<file path="config.mk">
export PLATFORM = sky130hd
export DESIGN_NAME = oscillo_readout_flat
export DESIGN_NICKNAME = d
export VERILOG_FILES = /design/src/rtl/oscillo_readout_if.sv /design/src/rtl/oscillo_readout.sv /design/src/flat_wrapper.sv
export SDC_FILE = /design/constraint.sdc
export NUM_CORES = 1
export LEC_CHECK = 0
export CAP_MARGIN = 10
export CORE_MARGIN = 1.5
export CORE_UTILIZATION = 44
export DETAILED_ROUTE_END_ITERATION = 8
export PLACE_DENSITY = 0.78
export SYNTH_ARGS = -nofsm -noshare
export SYNTH_HDL_FRONTEND = slang
export SYNTH_SLANG_ARGS = --single-unit
</file>
<file path="constraint.sdc">
create_clock -name clk -period 7.2 [get_ports clk]
set_input_delay 1.44 -clock clk [delete_from_list [all_inputs] [get_ports clk]]
set_output_delay 1.44 -clock clk [all_outputs]
set_load 0.02 [all_outputs]
</file>
<file path="src/rtl/oscillo_readout_if.sv">
// Bus bundle between the oscilloscope readout engine and its surroundings.
// It carries the capture status and request inputs, the latched dump
// parameters, the RAM read port and the byte stream toward the host link.
// The engine uses the slave view. The master view is for whatever drives it.
interface oscillo_readout_if #(
    parameter int ram_width = 10
);
    logic                 data_ready;
    logic                 readreq;
    logic [3:0]           chanmask;
    logic                 autorearm;
    logic [ram_width-1:0] wraddress_triggerpoint;
    logic [ram_width-1:0] triggerpoint;
    logic [ram_width-1:0] nsmp;
    logic [7:0]           ram_q1;
    logic [7:0]           ram_q2;
    logic [7:0]           ram_q3;
    logic [7:0]           ram_q4;
    logic                 rden;
    logic [ram_width-1:0] rdaddress;
    logic [7:0]           tx_data;
    logic                 tx_valid;
    logic                 tx_ready;
    logic                 busy;
    logic                 done;
    logic                 rearm;

    modport slave (
        input  data_ready, readreq, chanmask, autorearm,
        input  wraddress_triggerpoint, triggerpoint, nsmp,
        input  ram_q1, ram_q2, ram_q3, ram_q4, tx_ready,
        output rden, rdaddress, tx_data, tx_valid, busy, done, rearm
    );

    modport master (
        output data_ready, readreq, chanmask, autorearm,
        output wraddress_triggerpoint, triggerpoint, nsmp,
        output ram_q1, ram_q2, ram_q3, ram_q4, tx_ready,
        input  rden, rdaddress, tx_data, tx_valid, busy, done, rearm
    );
endinterface

</file>
<file path="src/rtl/oscillo_readout.sv">
// Readout engine for the oscilloscope sample RAM. Once a capture is complete,
// a read request dumps the stored window. The window starts triggerpoint
// samples before the trigger address, holds nsmp samples and wraps at the RAM
// boundary. Each enabled channel is sent in turn, oldest sample first. Bytes
// go out over a valid/ready interface. Each byte costs one RAM read, one
// cycle of RAM latency and then the handshake.
module oscillo_readout #(
    parameter int ram_width = 10
) (
    input  logic              clk,
    input  logic              reset,
    oscillo_readout_if.slave  bus
);
    typedef enum logic [2:0] {
        IDLE,
        READ,
        LATCH,
        SEND,
        FINISH
    } state_t;

    localparam logic [ram_width-1:0] LP_ONE = ram_width'(1);

    state_t               r_state;
    logic [3:0]           r_mask;
    logic [ram_width-1:0] r_nsmp;
    logic [ram_width-1:0] r_start;
    logic [ram_width-1:0] r_idx;
    logic                 r_autorearm;
    logic [1:0]           r_ch;
    logic                 r_rden;
    logic [ram_width-1:0] r_rdaddress;
    logic [7:0]           r_txData;
    logic                 r_txValid;
    logic                 r_busy;
    logic                 r_done;
    logic                 r_rearm;

    logic [ram_width-1:0] w_start;
    logic                 w_lastSample;
    logic [1:0]           w_firstCh;
    logic [1:0]           w_nextCh;
    logic                 w_nextValid;
    logic [7:0]           w_ramSel;

    assign w_start      = bus.wraddress_triggerpoint - bus.triggerpoint;
    assign w_lastSample = (r_idx == (r_nsmp - LP_ONE));

    assign bus.rden      = r_rden;
    assign bus.rdaddress = r_rdaddress;
    assign bus.tx_data   = r_txData;
    assign bus.tx_valid  = r_txValid;
    assign bus.busy      = r_busy;
    assign bus.done      = r_done;
    assign bus.rearm     = r_rearm;

    // Lowest enabled channel in the incoming mask, used when a dump starts
    always_comb begin
        w_firstCh = 2'd0;
        for (int i = 3; i >= 0; i--) begin
            if (bus.chanmask[i]) begin
                w_firstCh = 2'(i);
            end
        end
    end

    // Next enabled channel above the current one in the latched mask
    always_comb begin
        w_nextCh    = 2'd0;
        w_nextValid = 1'b0;
        for (int i = 3; i >= 0; i--) begin
            if (r_mask[i] && (i > int'(r_ch))) begin
                w_nextCh    = 2'(i);
                w_nextValid = 1'b1;
            end
        end
    end

    // RAM data lane of the channel currently being dumped
    always_comb begin
        case (r_ch)
            2'd0:    w_ramSel = bus.ram_q1;
            2'd1:    w_ramSel = bus.ram_q2;
            2'd2:    w_ramSel = bus.ram_q3;
            default: w_ramSel = bus.ram_q4;
        endcase
    end

    // Dump sequencer with registered outputs: read, wait out RAM latency, offer byte
    always_ff @(posedge clk or posedge reset) begin
        if (reset) begin
            r_state     <= IDLE;
            r_mask      <= '0;
            r_nsmp      <= '0;
            r_start     <= '0;
            r_idx       <= '0;
            r_autorearm <= 1'b0;
            r_ch        <= '0;
            r_rden      <= 1'b0;
            r_rdaddress <= '0;
            r_txData    <= '0;
            r_txValid   <= 1'b0;
            r_busy      <= 1'b0;
            r_done      <= 1'b0;
            r_rearm     <= 1'b0;
        end else begin
            case (r_state)
                IDLE: begin
                    if (bus.readreq && bus.data_ready) begin
                        r_mask      <= bus.chanmask;
                        r_nsmp      <= bus.nsmp;
                        r_autorearm <= bus.autorearm;
                        r_start     <= w_start;
                        r_idx       <= '0;
                        r_busy      <= 1'b1;
                        if ((bus.chanmask == 4'd0) || (bus.nsmp == '0)) begin
                            r_done  <= 1'b1;
                            r_rearm <= bus.autorearm;
                            r_state <= FINISH;
                        end else begin
                            r_ch        <= w_firstCh;
                            r_rden      <= 1'b1;
                            r_rdaddress <= w_start;
                            r_state     <= READ;
                        end
                    end
                end
                READ: begin
                    r_rden  <= 1'b0;
                    r_state <= LATCH;
                end
                LATCH: begin
                    r_txData  <= w_ramSel;
                    r_txValid <= 1'b1;
                    r_state   <= SEND;
                end
                SEND: begin
                    if (bus.tx_ready) begin
                        r_txValid <= 1'b0;
                        if (!w_lastSample) begin
                            r_idx       <= r_idx + LP_ONE;
                            r_rden      <= 1'b1;
                            r_rdaddress <= r_start + r_idx + LP_ONE;
                            r_state     <= READ;
                        end else if (w_nextValid) begin
                            r_ch        <= w_nextCh;
                            r_idx       <= '0;
                            r_rden      <= 1'b1;
                            r_rdaddress <= r_start;
                            r_state     <= READ;
                        end else begin
                            r_done  <= 1'b1;
                            r_rearm <= r_autorearm;
                            r_state <= FINISH;
                        end
                    end
                end
                FINISH: begin
                    r_done  <= 1'b0;
                    r_rearm <= 1'b0;
                    r_busy  <= 1'b0;
                    r_state <= IDLE;
                end
                default: begin
                    r_state <= IDLE;
                end
            endcase
        end
    end
endmodule
</file>
<file path="src/flat_wrapper.sv">
// flat-port wrapper written by rule: the top's interface ports become plain ports
module oscillo_readout_flat 
#(
    parameter int ram_width = 10
)
  (clk, reset, bus_data_ready, bus_readreq, bus_chanmask, bus_autorearm, bus_wraddress_triggerpoint, bus_triggerpoint, bus_nsmp, bus_ram_q1, bus_ram_q2, bus_ram_q3, bus_ram_q4, bus_tx_ready, bus_rden, bus_rdaddress, bus_tx_data, bus_tx_valid, bus_busy, bus_done, bus_rearm);
  oscillo_readout_if #(.ram_width(ram_width)) bus_i ();
  input  logic clk;
  input  logic reset;
  input wire logic [$bits(bus_i.data_ready)-1:0] bus_data_ready;
  input wire logic [$bits(bus_i.readreq)-1:0] bus_readreq;
  input wire logic [$bits(bus_i.chanmask)-1:0] bus_chanmask;
  input wire logic [$bits(bus_i.autorearm)-1:0] bus_autorearm;
  input wire logic [$bits(bus_i.wraddress_triggerpoint)-1:0] bus_wraddress_triggerpoint;
  input wire logic [$bits(bus_i.triggerpoint)-1:0] bus_triggerpoint;
  input wire logic [$bits(bus_i.nsmp)-1:0] bus_nsmp;
  input wire logic [$bits(bus_i.ram_q1)-1:0] bus_ram_q1;
  input wire logic [$bits(bus_i.ram_q2)-1:0] bus_ram_q2;
  input wire logic [$bits(bus_i.ram_q3)-1:0] bus_ram_q3;
  input wire logic [$bits(bus_i.ram_q4)-1:0] bus_ram_q4;
  input wire logic [$bits(bus_i.tx_ready)-1:0] bus_tx_ready;
  output wire logic [$bits(bus_i.rden)-1:0] bus_rden;
  output wire logic [$bits(bus_i.rdaddress)-1:0] bus_rdaddress;
  output wire logic [$bits(bus_i.tx_data)-1:0] bus_tx_data;
  output wire logic [$bits(bus_i.tx_valid)-1:0] bus_tx_valid;
  output wire logic [$bits(bus_i.busy)-1:0] bus_busy;
  output wire logic [$bits(bus_i.done)-1:0] bus_done;
  output wire logic [$bits(bus_i.rearm)-1:0] bus_rearm;
  assign bus_i.data_ready = bus_data_ready;
  assign bus_i.readreq = bus_readreq;
  assign bus_i.chanmask = bus_chanmask;
  assign bus_i.autorearm = bus_autorearm;
  assign bus_i.wraddress_triggerpoint = bus_wraddress_triggerpoint;
  assign bus_i.triggerpoint = bus_triggerpoint;
  assign bus_i.nsmp = bus_nsmp;
  assign bus_i.ram_q1 = bus_ram_q1;
  assign bus_i.ram_q2 = bus_ram_q2;
  assign bus_i.ram_q3 = bus_ram_q3;
  assign bus_i.ram_q4 = bus_ram_q4;
  assign bus_i.tx_ready = bus_tx_ready;
  assign bus_rden = bus_i.rden;
  assign bus_rdaddress = bus_i.rdaddress;
  assign bus_tx_data = bus_i.tx_data;
  assign bus_tx_valid = bus_i.tx_valid;
  assign bus_busy = bus_i.busy;
  assign bus_done = bus_i.done;
  assign bus_rearm = bus_i.rearm;
  oscillo_readout #(.ram_width(ram_width)) u_core (.clk(clk), .reset(reset), .bus(bus_i));
endmodule
</file>
; ---- After elaboration in Yosys (flattened, before gate mapping)
; Index checks and enable logic that the tools add are counted.
[classes]
addsub = 5
order_cmp = 3
eq_ne = 15
n_mux = 56
n_reduce_logical = 23
[ops]
columns = operator, count
row1 = 2-to-1 mux 10 bit, 9
row2 = case mux 10 bit (2 select lines), 2
row3 = 2-to-1 mux 2 bit, 12
row4 = case mux 8 bit (3 select lines), 1
row5 = "adder 10 x 1 -> 10 bit, second input constant", 2
row6 = 2-to-1 mux 1 bit, 20
row7 = 2-to-1 mux 3 bit, 5
row8 = case mux 3 bit (4 select lines), 1
row9 = AND reduction 6 bit, 2
row10 = adder 10 bit, 1
row11 = == test 10 bit, 1
row12 = logical NOT 10 bit, 1
row13 = AND reduction 5 bit, 2
row14 = "subtractor 10 x 1 -> 10 bit, second input constant", 1
row15 = subtractor 10 bit, 1
row16 = case mux 1 bit (3 select lines), 3
row17 = "inequality test 2 x 1 -> 1 bit, second input constant", 4
row18 = AND reduction 2 bit, 4
row19 = "== test 3 x 2 -> 1 bit, second input constant", 2
row20 = "inequality test 2 bit, second input constant", 3
row21 = nonzero test 2 bit, 3
row22 = nonzero test 3 bit, 2
row23 = "greater-than comparator 2 bit, first input constant", 2
row24 = logical AND 1 bit, 4
row25 = 13 further kinds, 14
[totals]
register_bits = 63
inputBits = 72
elab_cells = 116

; ---- Longest topological paths before layout
[logic_depth]
depth_word = 9
mapped_depth = 12

; ---- Least setup slack after synthesis
; Ideal clock, no wire load.
[synth_timing]
path_type = input-to-reg
start = input port bus_triggerpoint[1]
end = register u_core.r_rdaddress[9], in the netlist u_core.bus.rdaddress[9]
setup_time_ns = 0.135
t_arrival_ns = 3.099
setup_slack_ns = 3.966
cell_stages = 10
path_cell_list = inv_1 > ha_1 > nor2b_1 > o2111a_1 > a2111o_1 > a41oi_1 > xnor2_1 > nor2_1 > mux2i_1 > o31ai_1
[synth_via]
elab_chain_cells = 4
[synth_rtl]
columns = element, line_no
row1 = "start, declared", flat_wrapper.sv:15  ; input wire logic [$bits(bus_i.triggerpoint)-1:0] bus_triggerpoint;
row2 = subtractor 10 bit, oscillo_readout.sv:46  ; assign w_start = bus.wraddress_triggerpoint - bus.triggerpoint;
row3 = 2-to-1 mux 10 bit, oscillo_readout.sv:116  ; if ((bus.chanmask == 4'd0) || (bus.nsmp == '0)) begin
row4 = 2-to-1 mux 10 bit, oscillo_readout.sv:109  ; if (bus.readreq && bus.data_ready) begin
row5 = case mux 10 bit (2 select lines), oscillo_readout.sv:107  ; case (r_state)
row6 = "end signal, assigned", oscillo_readout.sv:123  ; r_rdaddress <= w_start;
row7 = "end signal, assigned", oscillo_readout.sv:143  ; r_rdaddress <= r_start + r_idx + LP_ONE;
row8 = "end signal, assigned", oscillo_readout.sv:149  ; r_rdaddress <= r_start;
row9 = "end, declared", oscillo_readout.sv:32  ; logic [ram_width-1:0] r_rdaddress;
; Every way passes these cells. The select of a mux whose other input is x is not followed.
; A chain may end at the register's enable or synchronous reset.

; ---- Final worst setup path
[layout_timing]
start = register u_core.r_nsmp[0]
end = register u_core.r_idx[3]
[layout_via]
elab_chain_cells = 5
word_cells_on_any_way = 7
cone_classes = 1 x add/sub / 2 x eq/ne / 3 x mux / 1 x reduce/logical
[layout_rtl]
columns = element, line_no
row1 = "start, declared", oscillo_readout.sv:26  ; logic [ram_width-1:0] r_nsmp;
row2 = "start signal, assigned", oscillo_readout.sv:111  ; r_nsmp <= bus.nsmp;
row3 = subtractor 10 x 1 -> 10 bit *, oscillo_readout.sv:47  ; assign w_lastSample = (r_idx == (r_nsmp - LP_ONE));
row4 = == test 10 bit *, oscillo_readout.sv:47
row5 = 2-to-1 mux 10 bit, oscillo_readout.sv:140  ; if (!w_lastSample) begin
row6 = 2-to-1 mux 10 bit, oscillo_readout.sv:138  ; if (bus.tx_ready) begin
row7 = case mux 10 bit (2 select lines), oscillo_readout.sv:107
row8 = "end signal, assigned", oscillo_readout.sv:141  ; r_idx <= r_idx + LP_ONE;
row9 = "end, declared", oscillo_readout.sv:28  ; logic [ram_width-1:0] r_idx;
; Mark *: on every way between the ends. The rest lies on a longest branch, timed or not. The select of a mux whose other input is x is not followed.

==> metrics.yaml <==
status: "completed"
maxCapViolCount: 0
coreArea_um2: 9280
synth_seq_area_share_pct: 36.6
postCtsHoldBufs: 0
antenna_cells: 0
io_pins: 95
synth_ff_type: "dfrtp_1"
ant_nets: 0
tightest_slew_ns: 1.15
cp-start-kind: "flip-flop"
synth_edf_count: 0
wirelength_mm: 10.2
clock_latency_ns: 0.34
pre_cts_ws_ns: 3.27
avgRoutedWirePerCell_um: 14.7
fp.dieW_um: 101
slew_viol_final: 0
period_minus_slack_ns: 3.72
yosysTopAreaCellShare_pct: 36.6
power.total_mw: 2.06
vias: 3697
grt.overflow.total: 0
first_global_vias: 3550
route.detailed.drc: 0
cts.clk_slew.worst_paths_ns: 0.07
async_flop_share_pct: 100
synth_top_area_cell: "dfrtp_1"
cts_setup_buffers: 0
drt_first_pass_iters: 4
clockBufferDepth: 2
grt_start_max_net_pins: 63
cts_tree: "yes"
hp-class: "flip-flop to flip-flop"
setup.worst_path.start: "u_core.r_nsmp[0]$_DFFE_PP0P_"
met1_length_mm: 4.54
cp_max_fo: 19
wl_met2_mm: 4.95
num_rows: 35
met3_wirelength_um: 541
post_cts.resized_instances: 0
min-delay-start: "u_core.bus.rdaddress[7]$_DFFE_PP0P_"
die_h_um: 101
grtUsageTotal_pct: 20.0
clock-sinks: 62
htreeDepth: 3
p_leak_nw: 2.47
setup_tns_ns: 0
vias_per_cell: 5.34
relSlewSlack_pct: 22.9
fmaxAchievable_mhz: 269
ys_types: 58
port_buffers: 94
cts_root_buffer: "clkbuf_8"
reg2reg_slack_ns: 3.48
synth_area_per_cell_um2: 9.12
drive_gt1_share_pct: 9.06
dr.max_layer_used: "met4"
initial_core_util_pct: 45.7
clock_skew_ns: 0.00900
synth_seq_cells: 62
placed_cell_area_um2: 5300
rsz0062_at_grt: "no"
cp-end-kind: "flip-flop"
syn2layout_area_growth_pct: 30.4
final_cell_area_um2: 5530
cts_buffers: 9
synthTopCellsByArea: "dfrtp_1 37%, nand2_1 7.2%, ha_1 5.9%"
fin_ws_ns: 3.48
min_period_over_period_pct: 51.7
num-nets-final: 652
required_ns: 7.43
p_per_area_nw_per_um2: 373
drt-initial-drc-count: 193
peakVddDrop_uv: 175
synth_nets: 559
worstReg2RegStart: "u_core.r_nsmp[0]$_DFFE_PP0P_"
dieArea_um2: 10200
grt_first_pass_wirelength_mm: 16.2
antenna_found_initial: 0
worstSetupPathType: "flip-flop to flip-flop"
synth-warning-count: 0
dp_hpwl_mm: 7.69
globalplace.congestion: 0.839
final_hold_viol_count: 0
setup-violations-final: 0
syn_area_um2: 4240
worstPathArrival_ns: 3.95
syn-instance-count: 465
-- sequential cells by signal (all words and copies together), names as in the netlist --
signal                cells
u_core.bus.rden           1
u_core.r_autorearm        1
u_core.r_idx             10
u_core.bus.rdaddress     10
u_core.r_state            3
u_core.r_nsmp            10
u_core.r_ch               2
u_core.r_mask             3
u_core.bus.done           1
u_core.bus.tx_valid       1
u_core.bus.busy           1
u_core.r_start           10
u_core.bus.rearm          1
u_core.bus.tx_data        8
-- logic make-up after synthesis --
group | after synthesis | share of synthesized area, %
compound gates | 103 | 17.2
flops | 62 | 36.6
fa+ha+maj | 22 | 6.84
xor+xnor | 29 | 5.99
buf+inv | 42 | 4.19
simple gates | 178 | 19.6
mux | 29 | 9.59
-- final timing paths --
check | cells after the start | to
worst max-delay path | 11 | u_core.r_idx[3]$_DFFE_PP0P_
worst min-delay path | 2 | u_core.bus.rdaddress[7]$_DFFE_PP0P_
worst max register to register | 11 | u_core.r_idx[3]$_DFFE_PP0P_
worst min register to register | 2 | u_core.bus.rdaddress[7]$_DFFE_PP0P_
max in group asynchronous | 3 | u_core.bus.rdaddress[5]$_DFFE_PP0P_
min in group asynchronous | 3 | u_core.bus.busy$_DFFE_PP0P_
-- worst max-delay path, stage by stage, from the launching register on --
cell	delay [ns]
dfrtp_1	0.42
inv_1	0.09
ha_1	0.29
or4b_1	0.52
o211ai_1	0.19
o311ai_1	0.12
o31ai_1	0.14
a2111oi_4	0.08
buf_4	0.24
a211oi_1	0.97
o21ai_0	0.24
a22o_1	0.29
-- routing by layer --
metal / GRT usage [%] / vias to the layer above
met5: 0 / -
met4: 6.41 / 0
met3: 2.83 / 10
met2: 34.4 / 92
met1: 26.2 / 1763
li1: - / 1832
-- Yosys cell counts, drive strengths merged, types with 2 or more instances --
| master | number |
|---|---|
| nor4 | 4 |
| nor2 | 35 |
| clkbuf | 11 |
| xor2 | 10 |
| a31oi | 3 |
| nor3b | 3 |
| and2 | 4 |
| nor2b | 13 |
| a22o | 11 |
| a41oi | 2 |
| mux4 | 8 |
| nand2b | 7 |
| o21ai | 26 |
| nand4 | 2 |
| nand2 | 81 |
| ha | 20 |
| nand3 | 5 |
| xnor2 | 19 |
| a211oi | 6 |
| and3 | 8 |
| o21a | 3 |
| buf | 6 |
| o2111ai | 2 |
| inv | 25 |
| o311ai | 2 |
| mux2i | 8 |
| a2111oi | 3 |
| or2 | 2 |
| or3 | 2 |
| a21o | 9 |
| o211ai | 4 |
| fa | 2 |
| a21oi | 18 |
| mux2 | 13 |
| dfrtp | 62 |
| o31ai | 5 |
| nor3 | 9 |
-- placed cells by master, fill, tap and decap left out, drive strengths merged, types with 3 or more instances in the layout --
master,count
nor2b,13
and3,8
dfrtp,62
a21oi,18
a21o,9
buf,5
clkbuf,11
mux2i,8
a211oi,6
nor3,9
inv,25
nor4,4
o21ai,26
mux4,8
nand2,81
a31oi,3
a2111oi,3
o31ai,5
ha,20
clkdlybuf4s50,94
xor2,10
nand2b,7
and2,4
nand3,5
nor2,35
nor3b,3
xnor2,19
o21a,3
o211ai,4
a22o,11
mux2,13
-- power by group --
group	internal [mW]	switching (mW)	total [mW]
clock	0.214	0.139	0.353
sequential	0.494	0.159	0.653
combinational	0.511	0.548	1.06
-- stage by stage --
| stage | hold WS, ns | std cells | utilization [%] |
|---|---|---|---|
| floorplan | 0.446 | 465 | - |
| global placement | 0.461 | 676 | 57.1 |
| detailed placement | 0.479 | 676 | 57.1 |
| CTS | 0.495 | 692 | 59.6 |
| global route | 0.529 | 692 | 59.6 |
| finish | 0.492 | 692 | 59.6 |
-- final cells by class --
type                    instances  area (um2)
fillers                       800        3750
multi-input cells             361        2510
flip-flops and latches         62        1550
repair buffers                 99         978
well taps                     129         161
clock buffers                  11         151
inverters                      25        93.8
clock inverters                 5        81.3
Note: power is estimated with default switching activity, not from simulation.
